## src/rtl/frame_ram_reader.sv

```systemverilog
// Streams the RGB888 frame RAM out as RGB565 bytes (high byte first) in linear
// address order over a valid/ready byte stream feeding the ST7789 transmitter.
`timescale 1ns/1ps

module frame_ram_reader #(
   parameter int X_LIMIT = 240,
   parameter int Y_LIMIT = 240,
   localparam int ADDR_W = $clog2(X_LIMIT) + $clog2(Y_LIMIT),
   localparam int PIXEL_LIMIT = X_LIMIT * Y_LIMIT
) (
   input  logic              CLK,
   input  logic              RESET,
   input  logic              FRAME_REQUEST,
   output logic              BUSY,
   output logic              FRAME_DONE,
   output logic [ADDR_W-1:0] READ_RAM_ADDRESS,
   input  logic [7:0]        READ_RAM_COLOR_R,
   input  logic [7:0]        READ_RAM_COLOR_G,
   input  logic [7:0]        READ_RAM_COLOR_B,
   output logic [7:0]        M_TDATA,
   output logic              M_TVALID,
   input  logic              M_TREADY,
   output logic              M_TLAST
);

   localparam logic [2:0] IDLE_ST    = 3'd0;
   localparam logic [2:0] READ_ST    = 3'd1;
   localparam logic [2:0] LATCH_ST   = 3'd2;
   localparam logic [2:0] SEND_HI_ST = 3'd3;
   localparam logic [2:0] SEND_LO_ST = 3'd4;

   localparam logic [ADDR_W-1:0] LAST_ADDR = ADDR_W'(PIXEL_LIMIT - 1);

   logic [2:0]        state;
   logic [ADDR_W-1:0] address;
   logic [7:0]        pixel_lo;
   logic [7:0]        tdata;
   logic              tvalid;
   logic              tlast;
   logic              frame_done;
   logic              unused_color_bits;

   // Colour LSBs that RGB565 truncates away.
   assign unused_color_bits = ^{READ_RAM_COLOR_R[2:0], READ_RAM_COLOR_G[1:0],
                                READ_RAM_COLOR_B[2:0]};

   // The high byte goes straight into the output register at latch time; only
   // the low byte has to be kept in the pixel register until its turn.
   always_ff @(posedge CLK) begin
      if (RESET) begin
         state      <= IDLE_ST;
         address    <= '0;
         pixel_lo   <= '0;
         tdata      <= '0;
         tvalid     <= 1'b0;
         tlast      <= 1'b0;
         frame_done <= 1'b0;
      end else begin
         frame_done <= 1'b0;
         case (state)
            IDLE_ST: begin
               address <= '0;
               if (FRAME_REQUEST) begin
                  state <= READ_ST;
               end
            end
            READ_ST: begin
               state <= LATCH_ST;
            end
            LATCH_ST: begin
               pixel_lo <= {READ_RAM_COLOR_G[4:2], READ_RAM_COLOR_B[7:3]};
               tdata    <= {READ_RAM_COLOR_R[7:3], READ_RAM_COLOR_G[7:5]};
               tvalid   <= 1'b1;
               tlast    <= 1'b0;
               state    <= SEND_HI_ST;
            end
            SEND_HI_ST: begin
               if (M_TREADY) begin
                  tdata <= pixel_lo;
                  tlast <= (address == LAST_ADDR);
                  state <= SEND_LO_ST;
               end
            end
            SEND_LO_ST: begin
               if (M_TREADY) begin
                  tvalid <= 1'b0;
                  tlast  <= 1'b0;
                  if (address == LAST_ADDR) begin
                     address    <= '0;
                     frame_done <= 1'b1;
                     state      <= IDLE_ST;
                  end else begin
                     address <= address + 1'b1;
                     state   <= READ_ST;
                  end
               end
            end
            default: begin
               state <= IDLE_ST;
            end
         endcase
      end
   end

   assign BUSY             = (state != IDLE_ST);
   assign FRAME_DONE       = frame_done;
   assign READ_RAM_ADDRESS = address;
   assign M_TDATA          = tdata;
   assign M_TVALID         = tvalid;
   assign M_TLAST          = tlast;

endmodule

```

## config.mk

```make
export PLATFORM = sky130hd
export DESIGN_NAME = frame_ram_reader
export DESIGN_NICKNAME = d
export VERILOG_FILES = /design/src/rtl/frame_ram_reader.sv
export SDC_FILE = /design/constraint.sdc
export NUM_CORES = 1
export LEC_CHECK = 0
export ABC_AREA = 1
export CORE_MARGIN = 2
export CORE_UTILIZATION = 35
export DETAILED_ROUTE_END_ITERATION = 6
export GPL_ROUTABILITY_DRIVEN = 0
export PLACE_DENSITY = 0.67
export SYNTH_ARGS = -nofsm -noshare
export SYNTH_HDL_FRONTEND = slang
export SYNTH_SLANG_ARGS = --single-unit
export TNS_END_PERCENT = 20
```

## constraint.sdc

```tcl
create_clock -name CLK -period 1.4 [get_ports CLK]
set_input_delay 0.42 -clock CLK [delete_from_list [all_inputs] [get_ports CLK]]
set_output_delay 0.42 -clock CLK [all_outputs]
set_load 0.1 [all_outputs]
```

==> run summary, run 1 <==
die area -> 5860 um^2
CTS tree -> yes
Die H -> 76.5 um
NetSw -> 1280 uW
max_cap viols -> 0
WP data arrival -> 1.04 ns
CTS H-tree depth -> 2
Seq/Total Area, Yosys -> 41.3%
Clock power frac -> 26.5%
Slew Limit Fails -> 0
Synthesized Nets -> 298
layout cells sized above 1 -> 28.8%
CP Capture Type -> primary output
worst path required time -> 0.98 ns
Synth warnings -> 0
setup slack, reg-to-reg -> 0.01 ns
Mapped Area -> 1840 um^2
Setup Crit Path Kind -> register to primary output
Final period util -> 104%
most common cell after layout, fill and taps aside -> nand2_1
Synth cell types -> 29
startpoint class of the critical path -> register
# rows -> 26
top-level I/O count -> 56
PD cells -> 1090 nW/um^2
Setup TNS Final -> -0.0586 ns
Layout Skew -> 0.00455 ns
CP max-delay cell -> dfxtp_4
final wirelength -> 4620 um
Final Core Density -> 59.4%
# fillers -> 462
Initial DRC Count -> 103
Int Power -> 2040 uW
Synth-to-Final Area Change -> 64.7%
fin area -> 3030 um^2
Max clock buf depth -> 2
root buf cell -> clkbuf_8
Crit path max-delay family -> flip-flops
Max transition margin -> 80.2%
vias -> 1882
Multi-input gate area -> 978 um^2
DRT Pass-1 Iters -> 4
Pwr Total -> 3320 uW
Post-Synthesis Cells -> 269
violated checks -> setup timing
clock sink count -> 38
vias in the first global route -> 1705
endpoints failing setup -> 1
Crit path largest cell delay -> 0.38 ns
Worst-path clk slew -> 0.08 ns
ant diodes -> 0
Tot GR Track Use -> 16.1%
CTS Buf Count -> 5
maximum clock rate -> 686 MHz
Vias/cell -> 4.62
Port Buffers -> 47
most frequent cells in the layout -> nand2_1, nor2_1, buf_12
first-pass GRT wire length -> 7620 um
status -> complete, but fails checks
crit-path max FO -> 6
worst IR drop on VDD -> 710 uV
post-route minimum period -> 1.46 ns
Avg Inst Size Synth -> 6.85 um^2
Slew @ Worst Pin -> 0.295 ns
Hold Crit Class -> register to register
Leakage -> 0.00122 uW
Die X -> 76.5 um
placed cell area -> 2850 um^2
largest net degree at the start of global routing -> 17
DP Worst Slack -> -0.458 ns
RSZ-0062 raised after global routing -> yes
Sw Ratio -> 38.5%
Layout Nets -> 365
dpl hpwl -> 3620 um
initial core utilization -> 36.1%
clk_lat worst skew -> 0.30 ns
DR DRC count -> 0
number of synthesized register bits -> 38
grt ovf -> 0
sequential power share -> 37.2%
post-route ant nets -> 0
Comb pwr share -> 36.3%
Worst Path Buf+Inv -> 1
Core Box Area -> 5110 um^2
WL/cell -> 11.3 um
initial antenna violation count -> 0
FF/Latch Area -> 818 um^2
endpoints failing hold -> 0
Final WS setup -> -0.0586 ns
ordered list of cells on the worst path -> nor2_4, nand2_2, buf_12
-- power groups by stage --
stage               clock network (uW)  registers, uW  logic [uW]
finish                             879           1240        1210
global route                       962           1250        1280
CTS                                903           1240        1180
detailed placement                   0           1260        1180
global placement                     0           1260        1170
floorplan                            0           1590         406
-- through the flow --
| stage | instances | hold WS [ns] |
|---|---|---|
| floorplan | 269 | 0.445 |
| global placement | 396 | 0.452 |
| detailed placement | 396 | 0.454 |
| CTS | 404 | 0.467 |
| global route | 407 | 0.487 |
| finish | 407 | 0.466 |
-- registers in the layout, indices dropped and copies added (netlist names) --
| register | cells |
|---|---|
| READ_RAM_ADDRESS | 16 |
| pixel_lo | 8 |
| state | 3 |
| M_TVALID | 1 |
| M_TDATA | 8 |
| M_TLAST | 1 |
| FRAME_DONE | 1 |
-- cell usage after synthesis, drive strengths merged --
master	count	share of area [%]
a21oi	20	5.4
a31oi	10	3.4
buf	6	1.9
dfxtp	38	41
ha	1	0.68
inv	31	6.5
nand2	89	19
nand3	10	3.0
nand3b	1	0.41
nand4	2	0.68
nor2	39	9.3
nor3	3	1.4
o211ai	1	0.41
o21a	1	0.41
o21ai	11	3.6
xnor2	3	1.4
xor2	3	1.4
-- final timing paths --
kind / from / endpoint / depth (start not counted)
hold reg to reg: pixel_lo[0] / pixel_lo[0] / 2
hold / removal: pixel_lo[0] / pixel_lo[0] / 2
setup reg to reg: READ_RAM_ADDRESS[0] / READ_RAM_ADDRESS[10] / 9
setup / recovery: state[0] / BUSY / 3
-- kinds of logic after synthesis --
family                     count (synthesis)  synth area share, %
and+or+nand+nor                          144                 33.6
AOI/OAI and AO/OA                         43                 13.2
DFF                                       38                 41.3
buffers and inverters                     37                 8.36
xor gates and xnor gates                   6                 2.85
adders and majority gates                  1                0.679
-- repair_timing --
item                                    4_1_cts  5_1_grt
endpoints found under the setup margin       15       20
hold buffers                                  0        0
buffers inserted                              0        3
pin swaps                                     0        6
resized for setup                             3       13
-- metal layers --
| layer | global-route usage [%] | vias to the layer above | routed length (um) |
|---|---|---|---|
| li1 | - | 984 | - |
| met1 | 18.4 | 836 | 1950 |
| met2 | 28.6 | 56 | 2340 |
| met3 | 5.57 | 6 | 298 |
| met4 | 3.82 | 0 | 29 |
| met5 | 0 | - | 0 |
-- layout make-up --
type | count | share of cell area (%)
Timing Repair Buffer | 66 | 30.3
Tap cell | 70 | 2.89
Inverter | 31 | 4.00
Sequential cell | 38 | 27.0
Multi-Input combinational cell | 194 | 32.3
Clock buffer | 6 | 3.09
Clock inverter | 2 | 0.454
-- worst min-delay path, stage by stage (launching register included) --
cell and delay, ns:
dfxtp_1 0.31, nand2_1 0.06, a21oi_1 0.05
Note: power is estimated with default switching activity, not from simulation.
==> run 2, diff against run 1 <==
SLEW_MARGIN = 5   (was not set)
==> results of run 2 <==
Final layout, timing and power as in run 1 (identical DEF).
